**src/rtl/seg_pkg.sv**
```systemverilog
// Shared types and constants for the seven-segment scan driver.
// State encoding, blank patterns and digit count.
package seg_pkg;

  typedef enum logic [1:0] {
    ST_LOAD  = 2'd0,
    ST_BLANK = 2'd1,
    ST_SHOW  = 2'd2
  } state_e;

  localparam logic [6:0] SEG_BLANK  = 7'b1111111;
  localparam logic [3:0] AN_OFF     = 4'b1111;
  localparam int         NUM_DIGITS = 4;

endpackage

```
**src/rtl/seg_scan_driver_bcd7seg.sv**
```systemverilog
// BCD to seven-segment decoder, active-low cathodes {g,f,e,d,c,b,a}.
// Ports: bcd_i (nibble in), seg_o (cathodes; non-BCD codes blank).
module seg_scan_driver_bcd7seg
  import seg_pkg::*;
(
  input  logic [3:0] bcd_i,
  output logic [6:0] seg_o
);

  always_comb begin
    seg_o = SEG_BLANK;
    case (bcd_i)
      4'd0:    seg_o = 7'b1000000;
      4'd1:    seg_o = 7'b1111001;
      4'd2:    seg_o = 7'b0100100;
      4'd3:    seg_o = 7'b0110000;
      4'd4:    seg_o = 7'b0011001;
      4'd5:    seg_o = 7'b0010010;
      4'd6:    seg_o = 7'b0000010;
      4'd7:    seg_o = 7'b1111000;
      4'd8:    seg_o = 7'b0000000;
      4'd9:    seg_o = 7'b0010000;
      default: seg_o = SEG_BLANK;
    endcase
  end

endmodule

```
**src/rtl/seg_scan_driver.sv**
```systemverilog
// 4-digit common-anode scan driver: per-frame snapshot, blank gap per digit.
// Ports: clk, rst, digits/digit_en/dp_in in; an/seg/dp/frame_done out (all registered).
module seg_scan_driver
  import seg_pkg::*;
#(
  parameter int SHOW_TICKS  = 100000,
  parameter int BLANK_TICKS = 1000
) (
  input  logic        clk,
  input  logic        rst,
  input  logic [15:0] digits,
  input  logic [3:0]  digit_en,
  input  logic [3:0]  dp_in,
  output logic [3:0]  an,
  output logic [6:0]  seg,
  output logic        dp,
  output logic        frame_done
);

  localparam int MAXT = (SHOW_TICKS > BLANK_TICKS) ?
                        SHOW_TICKS : BLANK_TICKS;
  localparam int CW   = (MAXT > 1) ? $clog2(MAXT) : 1;

  localparam logic [CW-1:0] SHOW_LAST  = CW'(SHOW_TICKS - 1);
  localparam logic [CW-1:0] BLANK_LAST = CW'(BLANK_TICKS - 1);
  localparam logic [1:0]    IDX_LAST   = 2'(NUM_DIGITS - 1);

  state_e        state_q;
  logic [CW-1:0] cnt_q;
  logic [1:0]    idx_q;
  logic [15:0]   dig_q;
  logic [3:0]    en_q;
  logic [3:0]    dpm_q;
  logic [3:0]    an_q;
  logic [6:0]    seg_q;
  logic          dp_q;
  logic          fd_q;

  logic [3:0] nib;
  logic [6:0] dec;
  logic       lit;
  logic [3:0] an_d;
  logic [6:0] seg_d;
  logic       dp_d;

  assign nib = dig_q[{idx_q, 2'b00} +: 4];

  seg_scan_driver_bcd7seg u_dec (
    .bcd_i (nib),
    .seg_o (dec)
  );

  // Pattern for the digit about to be shown; only loaded on BLANK->SHOW.
  always_comb begin
    lit   = en_q[idx_q];
    an_d  = AN_OFF;
    seg_d = SEG_BLANK;
    dp_d  = 1'b1;
    if (lit) begin
      an_d  = ~(4'b0001 << idx_q);
      seg_d = dec;
      dp_d  = ~dpm_q[idx_q];
    end
  end

  always_ff @(posedge clk) begin
    if (rst) begin
      state_q <= ST_LOAD;
      cnt_q   <= '0;
      idx_q   <= '0;
      dig_q   <= '0;
      en_q    <= '0;
      dpm_q   <= '0;
      an_q    <= AN_OFF;
      seg_q   <= SEG_BLANK;
      dp_q    <= 1'b1;
      fd_q    <= 1'b0;
    end else begin
      fd_q <= 1'b0;
      unique case (state_q)
        ST_LOAD: begin
          dig_q   <= digits;
          en_q    <= digit_en;
          dpm_q   <= dp_in;
          idx_q   <= '0;
          cnt_q   <= '0;
          state_q <= ST_BLANK;
        end
        ST_BLANK: begin
          if (cnt_q == BLANK_LAST) begin
            cnt_q   <= '0;
            state_q <= ST_SHOW;
            an_q    <= an_d;
            seg_q   <= seg_d;
            dp_q    <= dp_d;
          end else begin
            cnt_q <= cnt_q + CW'(1);
          end
        end
        ST_SHOW: begin
          if (cnt_q == SHOW_LAST) begin
            cnt_q <= '0;
            an_q  <= AN_OFF;
            seg_q <= SEG_BLANK;
            dp_q  <= 1'b1;
            if (idx_q == IDX_LAST) begin
              state_q <= ST_LOAD;
              fd_q    <= 1'b1;
            end else begin
              idx_q   <= idx_q + 2'd1;
              state_q <= ST_BLANK;
            end
          end else begin
            cnt_q <= cnt_q + CW'(1);
          end
        end
        default: begin
          state_q <= ST_LOAD;
          cnt_q   <= '0;
          an_q    <= AN_OFF;
          seg_q   <= SEG_BLANK;
          dp_q    <= 1'b1;
        end
      endcase
    end
  end

  assign an         = an_q;
  assign seg        = seg_q;
  assign dp         = dp_q;
  assign frame_done = fd_q;

endmodule

```
**config.mk**
```make
export PLATFORM = sky130hd
export DESIGN_NAME = seg_scan_driver
export DESIGN_NICKNAME = d
export VERILOG_FILES = /design/src/rtl/seg_pkg.sv /design/src/rtl/seg_scan_driver_bcd7seg.sv /design/src/rtl/seg_scan_driver.sv
export SDC_FILE = /design/constraint.sdc
export NUM_CORES = 1
export LEC_CHECK = 0
export ABC_AREA = 0
export BUFFER_PORTS_ARGS = -buffer_cell sky130_fd_sc_hd__buf_2
export CORE_ASPECT_RATIO = 0.5
export CORE_MARGIN = 2
export CORE_UTILIZATION = 57
export DETAILED_ROUTE_END_ITERATION = 10
export PLACE_DENSITY = 0.79
export SLEW_MARGIN = 20
export SYNTH_ARGS = -nofsm -noshare
export SYNTH_HDL_FRONTEND = slang
export SYNTH_SLANG_ARGS = --single-unit
```
**constraint.sdc**
```tcl
create_clock -name clk -period 3.22 [get_ports clk]
set_input_delay 0.644 -clock clk [delete_from_list [all_inputs] [get_ports clk]]
set_output_delay 0.644 -clock clk [all_outputs]
set_load 0.02 [all_outputs]
```
# --- Word level (Yosys, flattened, before mapping) ---
# Memory sizes are Yosys's and may differ from the RTL's.
# Cells that the tools add are included.
word_totals:
  ff_bits: 58
  mem_bits_ro: 112
  wordCells: 62
  memories: 1
memory_table:
  columns: ["memory", "words", "width", "rd", "rd_clocked_by_memory_dff", "wr", "line", "text"]
  rows:
  - ["(no name shown)", 16, 7, 1, 0, 0, "seg_scan_driver_bcd7seg.sv:12", "case (bcd_i)"]
op_classes:
  n_addsub: 2
  order_cmp: 1
  eq_ne: 8
  shifts: 2
  mux: 27
  bitwise: 5
  reduce_logical: 6
ops:
  columns: ["op", "n"]
  rows:
  - ["$mux 17", 2]
  - ["$pmux 17 s2", 1]
  - ["$mux 7", 3]
  - ["$pmux 7 s3", 1]
  - ["$add 17x1->17 const B", 1]
  - ["$eq 17x10->1 const B", 1]
  - ["$eq 17x17->1 const B", 1]
  - ["$shiftx 16x5->4", 1]
  - ["$mux 4", 3]
  - ["$pmux 4 s3", 1]
  - ["$mux 2", 4]
  - ["$mux 1", 7]
  - ["$ne 2x2->1 const B", 3]
  - ["$pmux 2 s3", 1]
  - ["$reduce_and 3->1", 2]
  - ["$bmux 1 s2", 2]
  - ["$eq 2x2->1 const B", 2]
  - ["$not 1->1", 4]
  - ["$not 4->4", 1]
  - ["$pmux 2 s2", 1]
  - ["$shl 1x2->4 const A", 1]
  - ["$lt 2x3->1 const B", 1]
  - ["$pmux 1 s3", 1]
  - ["$reduce_or 3->1", 1]
  - ["5 further kinds", 5]

# --- Depth between registers and ports, before layout ---
depth:
  ltp_word: 6
  depth_mapped: 9
  depth_no_buf: 8

# --- Hierarchy ---
# From an unflattened synthesis, not the netlist that was laid out.
unflattened:
  cells_unflattened: 296
  hier_area_um2: 2808.9
modules_own_cells:
  columns: ["mod", "instances", "cells_per_inst", "area_each_um2", "seq_area_each_um2"]
  rows:
  - ["seg_scan_driver", 1, 265, 2608.8, 1161.1]
  - ["seg_scan_driver_bcd7seg", 1, 31, 200.2, 0.0]

# --- Worst setup path after synthesis ---
# Ideal clock, no wire load.
synth_path:
  path_type: "reg-to-reg"
  startpoint: "register cnt_q[0]"
  endpoint: "register seg_q[1] (netlist: seg[1])"
  setup_ns: 0.120
  arrival_time_ns: 2.129
  required_ns: 3.100
  path_slack_ns: 0.971
  path_stages_with_launch: 8
  path_buffers: 1
  synth_period_minus_slack_ns: 2.249
  cell_sequence: "dfxtp_1 > ha_1 > or4bb_1 > o41a_1 > a211oi_4 > buf_6 > mux2i_1 > nand2_1"
synth_between:
  elab_chain_len: 3
synth_rtl:
  columns: ["element", "line", "text"]
  rows:
  - ["start: declaration", "seg_scan_driver.sv:29", "logic [CW-1:0] cnt_q;"]
  - ["start signal: assignment", "seg_scan_driver.sv:97", "cnt_q <= cnt_q + CW'(1);"]
  - ["start signal: assignment", "seg_scan_driver.sv:114", "cnt_q <= cnt_q + CW'(1);"]
  - ["$eq 17x17->1 or $eq 17x10->1 (tied branches)", "seg_scan_driver.sv:101, seg_scan_driver.sv:90", null]
  - ["$ne 2x2->1 (no source line)", null, null]
  - ["$reduce_and 3->1 (no source line) (*)", null, null]
  - ["end signal: assignment", "seg_scan_driver.sv:94", "seg_q <= seg_d;"]
  - ["end: declaration", "seg_scan_driver.sv:35", "logic [6:0] seg_q;"]
# Every way passes the cells marked *; elsewhere a longest branch is shown, timed or not.
# A chain may end at the register's enable or synchronous reset.

# --- Worst setup path after layout ---
layout_path:
  startpoint: "register cnt_q[0]"
  endpoint: "register seg_q[4] (netlist: seg[4])"
# Same word-level chain as after synthesis.

==> insert_results.sql <==
INSERT INTO impl_metrics (metric_group, metric, value, unit) VALUES
('critical_path', 'setup.reg_to_reg.worst_slack', '0.55', 'ns'),
('critical_path', 'timing.setup.critical_path_class', 'register to register', ''),
('timing', 'finalHoldViolations', '0', ''),
('floorplanning', 'pin_count', '39', ''),
('synth', 'yosys.cell_count.top_type', 'sky130_fd_sc_hd__nor2_1', ''),
('clock_tree', 'clock_tree.htree_level_count', '3', ''),
('critical_path', 'crit_fanout', '16', ''),
('timing', 'maxClockFrequency', '0.3750', 'GHz'),
('route', 'vias_per_cell', '5.375', ''),
('synth', 'synth_top_cell_by_area', 'sky130_fd_sc_hd__dfxtp_1', ''),
('hold_path', 'hold_path.startpoint', 'cnt_q[0]$_SDFF_PP0_', ''),
('power', 'switching_share', '30.74', '%'),
('route', 'drcViolationCount', '0', ''),
('synth', 'postSynth.asyncResetShare', '0', '%'),
('critical_path', 'cp.required', '3.45', 'ns'),
('critical_path', 'cp_cell_sequence', 'ha_1 -> or4bb_1 -> o41a_1 -> a211oi_4 -> nand3_2 -> o32a_2', ''),
('floorplanning', 'core', '4509', 'um^2'),
('synth', 'synth_enable_flop_cells', '0', ''),
('clock_tree', 'cts-hold-fix-buffers', '0', ''),
('status', 'status', 'completed', ''),
('critical_path', 'r2r_start', 'cnt_q[0]$_SDFF_PP0_', ''),
('synth', 'ys_types', '47', ''),
('power', 'cell_internal_pwr', '1.559', 'mW'),
('global_route', 'grtUsageTotal', '22.22', '%'),
('synth', 'synth_commonest_cells', 'sky130_fd_sc_hd__nor2_1, sky130_fd_sc_hd__dfxtp_1, sky130_fd_sc_hd__mux2i_1', ''),
('timing', 'min_period_over_period', '82.81', '%'),
('clock_tree', 'post-cts-setup-buffer-count', '0', ''),
('critical_path', 'cp_slowest_stage_delay', '0.59', 'ns'),
('route', 'routed_wl', '5387', 'um'),
('power', 'power.sequential.fraction', '38.2', '%'),
('power', 'p_total', '2.251', 'mW'),
('critical_path', 'critPathArrivalTime', '2.89', 'ns'),
('cells_and_area', 'post_route_cells_drive_above_1_share', '24.23', '%'),
('synth', 'yosys.area.top_type_share', '42.30', '%'),
('synth', 'synth_xor_area_share', '4.786', '%'),
('critical_path', 'timing.critical_path.to_type', 'register', ''),
('synth', 'fraction_of_the_mapped_netlist_area_in_compound_gates', '6.609', '%'),
('synth', 'synth.avg_cell_area', '9.769', 'um^2'),
('synth', 'arithmetic_cell_share_of_the_synthesized_area_counting_full_adders_half_adders_and_majority_gates', '6.381', '%'),
('synth', 'syn_inst', '281', ''),
('clock_tree', 'clk_latency', '0.34', 'ns'),
('timing', 'rsz0062_at_grt', 'false', ''),
('synth', 'synth_area_leaders', 'sky130_fd_sc_hd__dfxtp_1, sky130_fd_sc_hd__mux2i_1, sky130_fd_sc_hd__nor2_1, sky130_fd_sc_hd__ha_1, sky130_fd_sc_hd__mux4_2', ''),
('floorplanning', 'placementRows', '17', ''),
('power', 'power_per_cell_area', '704.6', 'nW/um^2'),
('floorplanning', 'die_height', '53.07', 'um'),
('power', 'total_switching_power', '691.9', 'uW'),
('timing', 'period_needed', '2.666', 'ns'),
('synth', 'total_of_flip_flops_plus_latches_after_synthesis', '58', ''),
('route', 'via_count', '2107', ''),
('timing', 'max-slew-margin-rel', '57.06', '%'),
('job', 'drv.max_cap_violation_count', '0', ''),
('timing', 'finClkSkew', '0.009443', 'ns'),
('synth', 'synth-simple-area-share', '20.88', '%'),
('placed_design', 'port_buffers', '38', ''),
('cells_and_area', 'area_delta_synth_final', '16.36', '%'),
('clock_tree', 'cts_sinks', '58', ''),
('power', 'power_frac_comb', '29.3', '%'),
('synth', 'netlist_area', '2745', 'um^2'),
('floorplanning', 'floorplan.initialDensity', '60.88', '%'),
('global_route', 'gr-total-overflow', '0', ''),
('clock_tree', 'cts_made_buffers', '9', ''),
('placed_design', 'hpwl', '3771', 'um'),
('synth', 'dominantRegCellSynth', 'sky130_fd_sc_hd__dfxtp_1', ''),
('synth', 'synth-warning-count', '0', ''),
('synth', 'synthMuxAreaShare', '15.18', '%'),
('global_route', 'grt_start_max_net_pins', '36', ''),
('clock_tree', 'clk_pin_slew', '0.06', 'ns'),
('placed_design', 'globalplace.congestion', '0.7676', ''),
('cells_and_area', 'nFillCells', '360', ''),
('timing', 'setup_tns', '0', 'ns');
==> sequential cells by signal (all words and copies together), names as in the netlist <==
signal / count
an: 4
cnt_q: 17
dig_q: 16
dp: 1
dpm_q: 4
en_q: 4
frame_done: 1
idx_q: 2
seg: 7
state_q: 2
==> cell usage in the layout, fill, tap and decap left out, drive strengths merged, types with 2 or more instances in the layout <==
| cell type | n |
|---|---|
| nand3 | 7 |
| xor2 | 8 |
| o32a | 5 |
| nor2 | 59 |
| nand4 | 5 |
| nand2 | 7 |
| a21oi | 10 |
| and2 | 3 |
| and3 | 8 |
| ha | 14 |
| nor3 | 3 |
| xnor2 | 7 |
| clkinv | 3 |
| buf | 41 |
| o21ai | 6 |
| mux2i | 27 |
| dfxtp | 58 |
| mux4 | 6 |
| clkbuf | 11 |
| nand2b | 6 |
| inv | 10 |
| or2 | 2 |
| bufinv | 2 |
==> logic make-up after synthesis <==
family / count (synthesis)
fa+ha+maj: 14
flops: 58
xor+xnor: 15
mux: 34
simple gates: 112
buf+inv: 23
compound gates: 25
==> how the worst max path moves through the flow <==
stage	from	to	slack [ns]
6_report	cnt_q[0]$_SDFF_PP0_	seg[4]$_SDFFE_PP1P_	0.55
5_1_grt	cnt_q[0]$_SDFF_PP0_	seg[4]$_SDFFE_PP1P_	0.38
4_1_cts	cnt_q[0]$_SDFF_PP0_	seg[4]$_SDFFE_PP1P_	0.60
3_5_place_dp	cnt_q[0]$_SDFF_PP0_	seg[3]$_SDFFE_PP1P_	0.63
3_3_place_gp	cnt_q[0]$_SDFF_PP0_	seg[0]$_SDFFE_PP1P_	0.71
2_1_floorplan	cnt_q[0]$_SDFF_PP0_	seg[1]$_SDFFE_PP1P_	0.97
==> metal layers <==
metal,part of all wire [%],up-vias,wire [um],GRT usage (%)
li1,-,1052,-,-
met1,44,997,2361,23.93
met2,50,47,2676,40.35
met3,5.1,11,275,9.511
met4,1.4,0,73,6.667
met5,0,-,0,0
==> power by group through the flow <==
stage | Combinational (mW) | Sequential, mW | Clock, mW
2_1_floorplan | 0.549 | 0.864 | 0
3_3_place_gp | 0.632 | 0.867 | 0
3_5_place_dp | 0.654 | 0.875 | 0
4_1_cts | 0.660 | 0.860 | 0.744
5_1_grt | 0.733 | 0.868 | 0.774
6_report | 0.660 | 0.860 | 0.731
==> final cells by class <==
cell class	instances	area (um^2)	area share, %
clock buffers	11	141.4	4.426
clock inverters	5	77.57	2.429
inverters	11	41.29	1.293
multi-input cells	200	1478	46.26
flip-flops and latches	58	1161	36.35
well taps	66	82.58	2.585
repair buffers	41	212.7	6.659
==> through the flow <==
step | hold WS [ns] | worst slack [ns] | instance area, um^2 | cells | util, %
floorplan | 0.4175 | 0.9708 | 2745 | 281 | -
global placement | 0.4328 | 0.7138 | 2975 | 376 | 65.98
detailed placement | 0.4359 | 0.6301 | 2975 | 376 | 65.98
CTS | 0.4503 | 0.5959 | 3194 | 392 | 70.84
global route | 0.4953 | 0.3814 | 3194 | 392 | 70.84
finish | 0.4467 | 0.5536 | 3194 | 392 | 70.84
Power figures use the tool's default switching activity.
